**src/rtl/fma_norm_sched.sv**
```systemverilog
// fma_norm_sched
// Shares one combinational FMA normalize/exponent-update unit between two
// issue lanes. Requests are round-robin arbitrated, the winner is registered
// into stage S1, which drives the shared unit. The unit's result is captured
// into a 2-entry FIFO, tagged with the originating lane and request tag.
//
// Ports:
//   clk, rst_n                  clock, asynchronous active-low reset
//   req_valid[1:0]/req_ready    per-lane request handshake
//   reqN_pre/lza/shamt/csmall/exp/tag   lane N operands (N = 0, 1)
//   nu_pre/lza/shamt/csmall/exp registered operands to the shared unit
//   nu_norm/nu_nexp/nu_corr     shared-unit result (combinational from nu_*)
//   flush                       synchronous clear of all in-flight work
//   res_valid/res_ready         result FIFO head handshake
//   res_lane/tag/norm/exp/corr  result FIFO head entry
module fma_norm_sched #(
  parameter int EXP_WIDTH = 8,
  parameter int SIG_WIDTH = 23,
  parameter int TAG_WIDTH = 4,
  localparam int PRE_W = 3*(SIG_WIDTH+1)+8,
  localparam int NRM_W = SIG_WIDTH+4
) (
  input  logic                 clk,
  input  logic                 rst_n,
  input  logic [1:0]           req_valid,
  output logic [1:0]           req_ready,
  input  logic [PRE_W-1:0]     req0_pre,
  input  logic [5:0]           req0_lza,
  input  logic [5:0]           req0_shamt,
  input  logic                 req0_csmall,
  input  logic [EXP_WIDTH-1:0] req0_exp,
  input  logic [TAG_WIDTH-1:0] req0_tag,
  input  logic [PRE_W-1:0]     req1_pre,
  input  logic [5:0]           req1_lza,
  input  logic [5:0]           req1_shamt,
  input  logic                 req1_csmall,
  input  logic [EXP_WIDTH-1:0] req1_exp,
  input  logic [TAG_WIDTH-1:0] req1_tag,
  output logic [PRE_W-1:0]     nu_pre,
  output logic [5:0]           nu_lza,
  output logic [5:0]           nu_shamt,
  output logic                 nu_csmall,
  output logic [EXP_WIDTH-1:0] nu_exp,
  input  logic [NRM_W-1:0]     nu_norm,
  input  logic [EXP_WIDTH-1:0] nu_nexp,
  input  logic                 nu_corr,
  input  logic                 flush,
  output logic                 res_valid,
  input  logic                 res_ready,
  output logic                 res_lane,
  output logic [TAG_WIDTH-1:0] res_tag,
  output logic [NRM_W-1:0]     res_norm,
  output logic [EXP_WIDTH-1:0] res_exp,
  output logic                 res_corr
);

  logic                 vld_p1;
  logic                 lane_p1;
  logic [TAG_WIDTH-1:0] tag_p1;
  logic [PRE_W-1:0]     pre_p1;
  logic [5:0]           lza_p1;
  logic [5:0]           shamt_p1;
  logic                 csmall_p1;
  logic [EXP_WIDTH-1:0] exp_p1;

  logic                 ptr;
  logic [1:0]           grant;
  logic                 accept;
  logic                 acc_lane;
  logic                 can_accept;
  logic                 s1_adv;
  logic                 pop;

  logic                 fifo_lane [2];
  logic [TAG_WIDTH-1:0] fifo_tag  [2];
  logic [NRM_W-1:0]     fifo_norm [2];
  logic [EXP_WIDTH-1:0] fifo_exp  [2];
  logic                 fifo_corr [2];
  logic [1:0]           count;
  logic                 wr_ptr;
  logic                 rd_ptr;

  // Arbitration: round-robin only matters on contention; a lone requester
  // is granted regardless of the pointer.
  always_comb begin
    grant = req_valid;
    if (req_valid == 2'b11) grant = ptr ? 2'b10 : 2'b01;
  end

  assign pop        = res_valid & res_ready;
  assign s1_adv     = vld_p1 & ((count < 2'd2) | pop);
  assign can_accept = ~vld_p1 | s1_adv;
  // rst_n gating keeps req_ready low while reset is held, even if a lane
  // is already presenting a request.
  assign req_ready  = (rst_n & ~flush & can_accept) ? grant : 2'b00;
  assign accept     = |req_ready;
  assign acc_lane   = req_ready[1];

  // Stage S1: winning operands, drives the shared unit directly
  always_ff @(posedge clk or negedge rst_n) begin
    if (!rst_n) begin
      vld_p1    <= 1'b0;
      lane_p1   <= 1'b0;
      tag_p1    <= '0;
      pre_p1    <= '0;
      lza_p1    <= '0;
      shamt_p1  <= '0;
      csmall_p1 <= 1'b0;
      exp_p1    <= '0;
      ptr       <= 1'b0;
    end else if (flush) begin
      vld_p1 <= 1'b0;
    end else if (accept) begin
      vld_p1    <= 1'b1;
      lane_p1   <= acc_lane;
      tag_p1    <= acc_lane ? req1_tag    : req0_tag;
      pre_p1    <= acc_lane ? req1_pre    : req0_pre;
      lza_p1    <= acc_lane ? req1_lza    : req0_lza;
      shamt_p1  <= acc_lane ? req1_shamt  : req0_shamt;
      csmall_p1 <= acc_lane ? req1_csmall : req0_csmall;
      exp_p1    <= acc_lane ? req1_exp    : req0_exp;
      ptr       <= ~acc_lane;
    end else if (s1_adv) begin
      vld_p1 <= 1'b0;
    end
  end

  assign nu_pre    = pre_p1;
  assign nu_lza    = lza_p1;
  assign nu_shamt  = shamt_p1;
  assign nu_csmall = csmall_p1;
  assign nu_exp    = exp_p1;

  // Stage S2: result FIFO. When full, a simultaneous pop and push writes the
  // slot being vacated, which lands behind the surviving entry.
  always_ff @(posedge clk or negedge rst_n) begin
    if (!rst_n) begin
      for (int i = 0; i < 2; i++) begin
        fifo_lane[i] <= 1'b0;
        fifo_tag[i]  <= '0;
        fifo_norm[i] <= '0;
        fifo_exp[i]  <= '0;
        fifo_corr[i] <= 1'b0;
      end
      count  <= 2'd0;
      wr_ptr <= 1'b0;
      rd_ptr <= 1'b0;
    end else if (flush) begin
      count  <= 2'd0;
      wr_ptr <= 1'b0;
      rd_ptr <= 1'b0;
    end else begin
      if (s1_adv) begin
        fifo_lane[wr_ptr] <= lane_p1;
        fifo_tag[wr_ptr]  <= tag_p1;
        fifo_norm[wr_ptr] <= nu_norm;
        fifo_exp[wr_ptr]  <= nu_nexp;
        fifo_corr[wr_ptr] <= nu_corr;
        wr_ptr            <= ~wr_ptr;
      end
      if (pop) rd_ptr <= ~rd_ptr;
      case ({s1_adv, pop})
        2'b10:   count <= count + 2'd1;
        2'b01:   count <= count - 2'd1;
        default: count <= count;
      endcase
    end
  end

  assign res_valid = (count != 2'd0);
  assign res_lane  = fifo_lane[rd_ptr];
  assign res_tag   = fifo_tag[rd_ptr];
  assign res_norm  = fifo_norm[rd_ptr];
  assign res_exp   = fifo_exp[rd_ptr];
  assign res_corr  = fifo_corr[rd_ptr];

endmodule

```
**config.mk**
```make
export PLATFORM = sky130hd
export DESIGN_NAME = fma_norm_sched
export DESIGN_NICKNAME = d
export VERILOG_FILES = /design/src/rtl/fma_norm_sched.sv
export SDC_FILE = /design/constraint.sdc
export NUM_CORES = 1
export LEC_CHECK = 0
export ABC_AREA = 1
export BUFFER_PORTS_ARGS = -buffer_cell sky130_fd_sc_hd__buf_2
export CORE_MARGIN = 10
export CORE_UTILIZATION = 50
export CTS_BUF_LIST = sky130_fd_sc_hd__clkbuf_16
export DETAILED_ROUTE_END_ITERATION = 8
export GPL_TIMING_DRIVEN = 1
export PLACE_DENSITY = 0.84
export SLEW_MARGIN = 15
export SYNTH_ARGS = -nofsm -noshare
export SYNTH_HDL_FRONTEND = slang
export SYNTH_SLANG_ARGS = --single-unit
```
**constraint.sdc**
```tcl
create_clock -name clk -period 4.4 [get_ports clk]
set_input_delay 0.44 -clock clk [delete_from_list [all_inputs] [get_ports clk]]
set_output_delay 0.44 -clock clk [all_outputs]
set_load 0.01 [all_outputs]
```
==> metrics.txt <==
CTS H-tree lvls 4; number of global-route vias before repair 9213; total negative slack 0 ps; Die Span X 155 microns; # hold bufs at CTS 1; outcome complete, no violations; min cycle time layout 3130 ps; post-placement cell count 1626; die height 155 microns; asr flop ratio synth 100%; Worst VDD drop 280 uV; highest clock rate 320 MHz; CTS-repair resized insts 0; flops & latches, synth 194; Die ar. 0.0241 sq mm; crit path DAT 2690 ps; core footprint 0.0180 sq mm; Pleak 6.27 nW; top-count cell post-synth nand2_1; Hold Path Class in2reg; RSZ-0062 raised after global routing false; final hold viol count 0; Syn Inst Count 1093; pwr/cell area 486 mW/mm^2; worst-case clock buffer depth 2; Worst-Margin Slew 1030 ps; Post-Layout Inst Area 0.0117 sq mm; CP Class in2out; first-pass GRT wire length 50200 microns; Buffers on Ports 396; CTS Buf Count 17; Worst setup SP type primary input; synth warn 0; Overflow after GRT 0; post-DP HPWL 23100 microns; Syn Nets 1345; Detailed Route WL 32700 microns; switching part of the total 34.7%; drt first pass iters 5; placed cell area 0.0111 sq mm; hold slack 262 ps; sequential fraction of the synthesis area 53.2%; R2R Setup Slk 1780 ps; Layout Cells excl Fill 1676; DR iter-0 viols 713; share of layout cells above drive strength 1 31.4%; Final Cycle Share 71.1%; post-synth cell types 24; EDFF count, synth 0; Synth Cell Area 0.00912 sq mm; Layout Nets 1669; endpoint type of the worst setup path primary output; routed vias/inst 5.72; initial antenna violation count 19; via count 9594; largest net degree at the start of global routing 108; CTS Sinks 194; part of the power in the clock network 27.2%; multi-input combinational cell area 0.00365 sq mm; CTS tree built; # fillers 1509; row count 49; CP Max Fanout 78; wire per inst 19.5 microns; P_int 0.00372 W; Seq pwr share 43.3%; initial core utilization 50.8%; setup bufs post-CTS 0; setup violators final 0; later-pin clock latency in the skew report 440 ps; synthesized area per cell 8.35 sq um; root buffer cell clkbuf_16; Reg clk slew, reported paths 80 ps; Total Routing Usage GR 25.9%; top cells by area, synth dfrtp_1 53%, nand4_1 14%, nand2_1 13%; Top FF cell, synth dfrtp_1; Switch Pwr 0.00198 W; post-synth top area share 53.2%; # Max-Cap Violations 0; Pins Over Slew Limit 0; area delta synth->final 28.6%; sequential cell area 0.00485 sq mm; Remaining DRCs 0; leading area contributor after synthesis dfrtp_1; Ports 397; post-layout util 65.3%; clk_skew 18.0 ps; leading post-synthesis cells by instance count 324 x nand2_1, 211 x nand4_1, 194 x dfrtp_1; CP Data Required Time 3960 ps; post-route ant nets 0; Placer Congestion 0.908; Comb pwr share 29.4%; max_slew headroom 31.4%
## layout by cell type (no fill, tap or decap)
cell type,Yosys,final
inv_1,48,49
nand3_1,108,108
clkinvlp_4,0,2
nand3_4,0,1
or2_2,1,1
o21ai_2,1,1
o21ai_1,75,75
and3_1,1,1
nor2_1,3,3
buf_2,42,395
buf_12,0,2
dlygate4sd3_1,0,1
nand2_2,0,1
diode_2,0,18
o211ai_4,0,1
nor2_4,1,2
o21ai_0,9,9
a21oi_2,1,1
inv_6,0,4
a21boi_4,0,1
inv_8,0,2
clkbuf_8,0,1
dfrtp_1,194,194
clkinv_4,0,1
nand4_1,211,211
clkbuf_16,0,17
nand3_2,2,1
bufinv_16,0,2
clkinv_1,1,2
a21oi_1,4,4
buf_4,3,12
clkinv_2,0,1
nand2_1,324,323
## routing by layer
layer	wire length (microns)	global-route usage (%)
met4	1460	14.8
met3	3220	9.93
met2	15900	39.8
met1	12000	30.5
met5	64	0
## cell type report
| cell class | count | share of cell area, % |
|---|---|---|
| clock inverter | 14 | 1.31 |
| inverter | 49 | 1.57 |
| clock buffer | 17 | 3.63 |
| tap | 229 | 2.44 |
| antenna | 18 | 0.384 |
| timing repair buffer | 411 | 18.2 |
| sequential | 194 | 41.4 |
| multi-input combinational | 744 | 31.1 |
## path summary, 6_finish.rpt
check,start,to,depth (start not counted)
min in group asynchronous,rst_n,fifo_norm[28],2
max reg2reg,count[1],nu_pre[69],6
max in group asynchronous,rst_n,nu_pre[43],3
min reg2reg,nu_pre[72],nu_pre[72],2
min,req0_pre[46],nu_pre[46],3
max,rst_n,req_ready[1],8
## power by group through the flow
stage          clock, W  sequential [W]  combinational, W
2_1_floorplan         0         0.00255          0.000818
3_3_place_gp          0         0.00248           0.00165
3_5_place_dp          0         0.00249           0.00169
4_1_cts         0.00158         0.00246           0.00169
5_1_grt         0.00165         0.00252           0.00187
6_report        0.00155         0.00247           0.00168
## through the flow
| stage | setup WS (ps) | total power (W) |
|---|---|---|
| 3_3_place_gp | 1830 | 0.00412 |
| 3_5_place_dp | 1750 | 0.00417 |
| 6_report | 1270 | 0.00570 |
| 2_1_floorplan | 2760 | 0.00337 |
| 4_1_cts | 1290 | 0.00573 |
| 5_1_grt | 1090 | 0.00604 |
## cells by family (layout without fill, tap and decap cells)
group                  count (synthesis)  in the layout  synth area share [%]
AND/OR/NAND/NOR                      652            652                  34.4
flip-flops                           194            194                  53.2
other                                  0             18                     0
buffers and inverters                155            491                  7.16
AO/OA/AOI/OAI                         92             92                  5.24
## worst max-delay path: stages
cell           delay, ps
dlygate4sd3_1        540
clkbuf_8             350
inv_1                140
nor2_4               450
buf_12               360
nand3_1              110
inv_1                100
buf_2                130
## sequential cells by signal, indices dropped and copies added, names as in the netlist, 2 cells and up
| signal | count |
|---|---|
| fifo_lane | 2 |
| nu_shamt | 6 |
| nu_pre | 80 |
| fifo_tag | 8 |
| nu_lza | 6 |
| count | 2 |
| fifo_corr | 2 |
| nu_exp | 8 |
| tag_p1 | 4 |
| fifo_exp | 16 |
| fifo_norm | 54 |
(Power assumes the default switching activity.)
